==> src/rtl/id_ex_stage_if.sv <==
// Decode/writeback-side inputs and ALU-side outputs of the ID/EX stage.
interface id_ex_stage_if #(
  parameter int XLEN   = 32,
  parameter int ADDR_W = 5
);
  logic              in_valid;
  logic [ADDR_W-1:0] rs1_addr;
  logic [ADDR_W-1:0] rs2_addr;
  logic [ADDR_W-1:0] rd_addr;
  logic [XLEN-1:0]   imm;
  logic              use_imm;
  logic [3:0]        alu_ctrl_in;
  logic              reg_write_in;
  logic              stall;
  logic              flush;
  logic              wb_en;
  logic [ADDR_W-1:0] wb_addr;
  logic [XLEN-1:0]   wb_data;
  logic [XLEN-1:0]   in1;
  logic [XLEN-1:0]   in2;
  logic [3:0]        alu_ctrl;
  logic [XLEN-1:0]   ex_rs2_data;
  logic [ADDR_W-1:0] ex_rd;
  logic              ex_reg_write;
  logic              ex_valid;

  modport master (
    output in_valid, rs1_addr, rs2_addr, rd_addr, imm, use_imm, alu_ctrl_in,
           reg_write_in, stall, flush, wb_en, wb_addr, wb_data,
    input  in1, in2, alu_ctrl, ex_rs2_data, ex_rd, ex_reg_write, ex_valid
  );

  modport slave (
    input  in_valid, rs1_addr, rs2_addr, rd_addr, imm, use_imm, alu_ctrl_in,
           reg_write_in, stall, flush, wb_en, wb_addr, wb_data,
    output in1, in2, alu_ctrl, ex_rs2_data, ex_rd, ex_reg_write, ex_valid
  );
endinterface

==> src/rtl/id_ex_stage.sv <==
// Operand fetch (regfile with write-through bypass) and ID/EX register; 1-cycle latency.
// Stall holds the register, flush or in_valid=0 inserts a bubble; writeback never stalls.
module id_ex_stage #(
  parameter int         XLEN        = 32,
  parameter int         ADDR_W      = 5,
  parameter logic [3:0] BUBBLE_CTRL = 4'b0000
) (
  input logic          clk,
  input logic          rst,
  id_ex_stage_if.slave bus
);
  localparam int NREG = 1 << ADDR_W;

  typedef struct packed {
    logic              valid;
    logic              reg_write;
    logic [ADDR_W-1:0] rd;
    logic [3:0]        ctrl;
    logic [XLEN-1:0]   op1;
    logic [XLEN-1:0]   op2;
    logic [XLEN-1:0]   store;
  } idex_t;

  localparam idex_t IDEX_BUBBLE = '{valid: 1'b0, reg_write: 1'b0, rd: '0,
                                    ctrl: BUBBLE_CTRL, op1: '0, op2: '0, store: '0};

  logic [XLEN-1:0] rf [NREG];
  logic [XLEN-1:0] rs1_data;
  logic [XLEN-1:0] rs2_data;
  idex_t           q;
  idex_t           q_next;

  // x0 is never written, so its entry stays at its reset value of zero.
  always_ff @(posedge clk) begin
    if (rst) begin
      for (int i = 0; i < NREG; i++) rf[i] <= '0;
    end else if (bus.wb_en && bus.wb_addr != '0) begin
      rf[bus.wb_addr] <= bus.wb_data;
    end
  end

  always_comb begin
    rs1_data = rf[bus.rs1_addr];
    if (bus.rs1_addr == '0)
      rs1_data = '0;
    else if (bus.wb_en && bus.wb_addr == bus.rs1_addr)
      rs1_data = bus.wb_data;
  end

  always_comb begin
    rs2_data = rf[bus.rs2_addr];
    if (bus.rs2_addr == '0)
      rs2_data = '0;
    else if (bus.wb_en && bus.wb_addr == bus.rs2_addr)
      rs2_data = bus.wb_data;
  end

  always_comb begin
    q_next = q;
    if (bus.flush) begin
      q_next = IDEX_BUBBLE;
    end else if (bus.stall) begin
      q_next = q;
    end else if (!bus.in_valid) begin
      q_next = IDEX_BUBBLE;
    end else begin
      q_next.valid     = 1'b1;
      q_next.reg_write = bus.reg_write_in;
      q_next.rd        = bus.rd_addr;
      q_next.ctrl      = bus.alu_ctrl_in;
      q_next.op1       = rs1_data;
      q_next.op2       = bus.use_imm ? bus.imm : rs2_data;
      q_next.store     = rs2_data;
    end
  end

  always_ff @(posedge clk) begin
    if (rst) q <= IDEX_BUBBLE;
    else     q <= q_next;
  end

  assign bus.in1          = q.op1;
  assign bus.in2          = q.op2;
  assign bus.alu_ctrl     = q.ctrl;
  assign bus.ex_rs2_data  = q.store;
  assign bus.ex_rd        = q.rd;
  assign bus.ex_reg_write = q.reg_write;
  assign bus.ex_valid     = q.valid;
endmodule

==> src/flat_wrapper.sv <==
// flat-port wrapper written by rule: the top's interface ports become plain ports
module id_ex_stage_flat 
#(
  parameter int         XLEN        = 32,
  parameter int         ADDR_W      = 5,
  parameter logic [3:0] BUBBLE_CTRL = 4'b0000
)
  (clk, rst, bus_in_valid, bus_rs1_addr, bus_rs2_addr, bus_rd_addr, bus_imm, bus_use_imm, bus_alu_ctrl_in, bus_reg_write_in, bus_stall, bus_flush, bus_wb_en, bus_wb_addr, bus_wb_data, bus_in1, bus_in2, bus_alu_ctrl, bus_ex_rs2_data, bus_ex_rd, bus_ex_reg_write, bus_ex_valid);
  id_ex_stage_if #(.XLEN(XLEN), .ADDR_W(ADDR_W)) bus_i ();
  input logic clk;
  input logic rst;
  input wire logic [$bits(bus_i.in_valid)-1:0] bus_in_valid;
  input wire logic [$bits(bus_i.rs1_addr)-1:0] bus_rs1_addr;
  input wire logic [$bits(bus_i.rs2_addr)-1:0] bus_rs2_addr;
  input wire logic [$bits(bus_i.rd_addr)-1:0] bus_rd_addr;
  input wire logic [$bits(bus_i.imm)-1:0] bus_imm;
  input wire logic [$bits(bus_i.use_imm)-1:0] bus_use_imm;
  input wire logic [$bits(bus_i.alu_ctrl_in)-1:0] bus_alu_ctrl_in;
  input wire logic [$bits(bus_i.reg_write_in)-1:0] bus_reg_write_in;
  input wire logic [$bits(bus_i.stall)-1:0] bus_stall;
  input wire logic [$bits(bus_i.flush)-1:0] bus_flush;
  input wire logic [$bits(bus_i.wb_en)-1:0] bus_wb_en;
  input wire logic [$bits(bus_i.wb_addr)-1:0] bus_wb_addr;
  input wire logic [$bits(bus_i.wb_data)-1:0] bus_wb_data;
  output wire logic [$bits(bus_i.in1)-1:0] bus_in1;
  output wire logic [$bits(bus_i.in2)-1:0] bus_in2;
  output wire logic [$bits(bus_i.alu_ctrl)-1:0] bus_alu_ctrl;
  output wire logic [$bits(bus_i.ex_rs2_data)-1:0] bus_ex_rs2_data;
  output wire logic [$bits(bus_i.ex_rd)-1:0] bus_ex_rd;
  output wire logic [$bits(bus_i.ex_reg_write)-1:0] bus_ex_reg_write;
  output wire logic [$bits(bus_i.ex_valid)-1:0] bus_ex_valid;
  assign bus_i.in_valid = bus_in_valid;
  assign bus_i.rs1_addr = bus_rs1_addr;
  assign bus_i.rs2_addr = bus_rs2_addr;
  assign bus_i.rd_addr = bus_rd_addr;
  assign bus_i.imm = bus_imm;
  assign bus_i.use_imm = bus_use_imm;
  assign bus_i.alu_ctrl_in = bus_alu_ctrl_in;
  assign bus_i.reg_write_in = bus_reg_write_in;
  assign bus_i.stall = bus_stall;
  assign bus_i.flush = bus_flush;
  assign bus_i.wb_en = bus_wb_en;
  assign bus_i.wb_addr = bus_wb_addr;
  assign bus_i.wb_data = bus_wb_data;
  assign bus_in1 = bus_i.in1;
  assign bus_in2 = bus_i.in2;
  assign bus_alu_ctrl = bus_i.alu_ctrl;
  assign bus_ex_rs2_data = bus_i.ex_rs2_data;
  assign bus_ex_rd = bus_i.ex_rd;
  assign bus_ex_reg_write = bus_i.ex_reg_write;
  assign bus_ex_valid = bus_i.ex_valid;
  id_ex_stage #(.XLEN(XLEN), .ADDR_W(ADDR_W), .BUBBLE_CTRL(BUBBLE_CTRL)) u_core (.clk(clk), .rst(rst), .bus(bus_i));
endmodule
==> config.mk <==
export PLATFORM = sky130hd
export DESIGN_NAME = id_ex_stage_flat
export DESIGN_NICKNAME = d
export VERILOG_FILES = /design/src/rtl/id_ex_stage_if.sv /design/src/rtl/id_ex_stage.sv /design/src/flat_wrapper.sv
export SDC_FILE = /design/constraint.sdc
export NUM_CORES = 2
export LEC_CHECK = 0
export ABC_AREA = 0
export CAP_MARGIN = 0
export CORE_MARGIN = 8
export CORE_UTILIZATION = 30
export CTS_CLUSTER_SIZE = 12
export DETAILED_ROUTE_END_ITERATION = 12
export PLACE_DENSITY = 0.49
export SYNTH_ARGS = -nofsm -noshare
export SYNTH_HDL_FRONTEND = slang
export SYNTH_SLANG_ARGS = --single-unit
==> constraint.sdc <==
create_clock -name clk -period 3.1 [get_ports clk]
set_input_delay 0.62 -clock clk [delete_from_list [all_inputs] [get_ports clk]]
set_output_delay 0.62 -clock clk [all_outputs]
set_load 0.02 [all_outputs]
==> summary.txt <==
Run status
  • Outcome: completed

Critical path
  • Worst EP required: 2.48 ns
  • Critical path's slowest cell: clkdlybuf4s50_1
  • Max incr delay on CP: 0.80 ns
  • Critical Path Start Type: flip-flop
  • Critical Path Sink Type: primary output
  • Ordered list of cells on the worst path: clkdlybuf4s50_1
  • Crit Path Category: flip-flop to primary output
  • Crit-path max FO: 2
  • Family with the most delay on the worst path: buffers and inverters
  • WP data arrival: 2.20 ns
  • CP Buf/Inv Count: 1

Layout
  • Most frequent cells in the layout: 1024 x edfxtp_1, 993 x and2_1, 389 x mux4_2, 245 x mux2i_1, 232 x buf_4
  • Final net count: 4442
  • Fillers: ~18000
  • Most common cell after layout, fill and taps aside: edfxtp_1
  • Layout cells sized above 1: 0.233
  • Syn-to-layout area delta: 20.6%

Global routing
  • Grt ovf: 0
  • First-pass GRT wire length: 341000 microns
  • Total GRT Usage: 0.232
  • Largest net degree at the start of global routing: 65
  • Initial antenna violation count: 26
  • Number of global-route vias before repair: 40400

Route
  • DR WL/cell: about 36 microns
  • DR iter-0 viols: roughly 5300
  • TritonRoute pass-1 iters: 5
  • DR vias/cell: 5.79
  • Detail Route Antenna Nets: 0
  • DR vias: 40500
  • Post-Route WL: 251000 microns
  • # DRC: 0

CTS
  • CTS tree: yes
  • Root Driver: clkbuf_16
  • Clock Pin Slew Worst Setup and Hold Paths: 0.06 ns
  • Later-pin clock latency in the skew report: approximately 0.79 ns
  • Clock sink count: between 1000 and 1500
  • Cts bufs inserted: around 130
  • Max clock buf depth: 3
  • CTS H-Tree Depth: 4
  • Post-CTS sizing: 0
  • Postcts setup bufs: 0
  • # hold bufs at CTS: 0

STA
  • Fmax: 0.355 GHz
  • Endpoints failing hold: 0
  • Final Max Slew Viols: 0
  • Fin Hold WS: 0.454 ns
  • Final setup vio count: 0
  • Min Tclk post-route: ~2.8 ns
  • Final worst-path cycle share: 0.910
  • Setup WS post-layout: around 0.28 ns
  • Rel. slew slack: 0.0733
  • RSZ-0062 raised after global routing: false
  • Worst slew pin tran: about 1.4 ns
  • Clock skew: about 0.032 ns

Floorplan
  • I/O pin cnt: 203
  • Initial core utilization: 0.302
  • # rows: roughly 160
  • Core area: 193000 sq um
  • Die Span Y: roughly 460 microns
  • Die width: around 460 microns
  • Die ar.: 208000 sq um

Placement
  • Pre-CTS WS: -0.506 ns
  • # port buffers: 202
  • GP Congestion: ~0.84
  • DP HPWL: 155000 microns

Synth
  • Ys Warns: 0
  • Cells after Synth: roughly 4000
  • Unique masters post-synth: 58
  • Syn Std Cell Area: around 58000 sq um
  • Register bit total from synthesis: 1131
  • Number of flops mapped to enable cells by yosys: 1024
  • Ys flop type: edfxtp_1
  • Syn Area/Cell: between 10 and 15 sq um
  • Sequential area share after synthesis: 0.565
  • Ys async rst share: 0

Power and ir drop
  • Max VDD drop: 0.400 mV
  • Lkg Pwr: around 24 nW
  • PD cells: around 540 nW/um^2

Run
  • Maxcap violations: 0

Worst hold path
  • Worst hold path type: input port to flip-flop
==> worst paths after layout <==
check	to	cells after the start	slack, ns	start
hold reg to reg	u_core.bus.ex_rs2_data[15]	2	0.49	u_core.bus.ex_rs2_data[15]
hold / removal	u_core.bus.alu_ctrl[1]	3	0.45	bus_alu_ctrl_in[1]
setup / recovery	bus_in1[2]	1	0.28	u_core.bus.in1[2]
setup reg to reg	u_core.bus.in1[1]	6	0.99	u_core.rf[15][1]
==> per-layer routing <==
layer	track usage	share of wire	up-vias
met1	0.307	0.40	21400
met4	0.106	0.051	6
li1	-	-	16300
met2	0.373	0.46	2309
met5	0	0.00017	-
met3	0.0412	0.082	489
==> cell type report <==
cell class / instances / area [sq um] / share of cell area
sequential: 1131 / 32900 / 0.469
multi-input combinational: 2532 / 23800 / 0.339
timing repair buffer: 548 / 6100 / 0.0869
clock buffer: 182 / 3720 / 0.0530
tap: 2526 / 3160 / 0.0450
clock inverter: 58 / 463 / 0.00660
antenna: 19 / 47.5 / 0.000678
inverter: 1 / 3.75 / 0.0000535
==> logic make-up after synthesis <==
group,after synthesis,synth area share
buffers and inverters,440,0.0335
AO/OA/AOI/OAI,666,0.0811
multiplexers,651,0.196
flip-flops,1131,0.565
XOR/XNOR,10,0.00150
AND/OR/NAND/NOR,1173,0.123
other,1,0.0000644
==> Yosys cell counts, drive strengths merged, types with 8 or more instances <==
cell type  count  share of area
edfxtp      1024           0.53
and2         995           0.11
mux4         389           0.15
clkbuf       309          0.020
mux2i        245          0.042
a22oi        191          0.025
buf          130          0.014
dfxtp        107          0.037
a21oi         93         0.0080
o21ai         85         0.0074
o22ai         73         0.0078
o221ai        57         0.0086
nor2          52         0.0034
a211oi        50         0.0064
a22o          46         0.0069
nand2         36         0.0023
or2           35         0.0038
a32o          32         0.0055
mux2          17         0.0033
nand3         17         0.0015
nor2b         12         0.0013
xnor2         10         0.0015
a21o           8         0.0010
o2bb2ai        8         0.0012
==> stage by stage <==
stage	total power, mW	cell area, sq um	cells	TNS, ns	utilization
after floorplan	20.4	58300	4103	0	-
after global placement	22.8	65900	6738	-12.71	0.342
after detailed placement	22.8	65900	6738	-13.77	0.342
after CTS	38.1	70100	6978	0	0.364
after global routing	39.0	70100	6980	0	0.364
final	38.0	70200	6997	0	0.364
==> sequential cells by signal, summed over array words and instances (netlist names) <==
| signal | count |
|---|---|
| u_core.bus.alu_ctrl | 4 |
| u_core.bus.ex_rd | 5 |
| u_core.bus.ex_reg_write | 1 |
| u_core.bus.ex_rs2_data | 32 |
| u_core.bus.ex_valid | 1 |
| u_core.bus.in1 | 32 |
| u_core.bus.in2 | 32 |
| u_core.rf | 1024 |
==> power breakdown <==
group | internal (mW) | total, mW | switching (mW)
registers | 17.4 | 17.8 | 0.436
clock network | 8.81 | 15.5 | 6.65
logic | 1.92 | 4.67 | 2.75
Note: power is estimated with default switching activity, not from simulation.
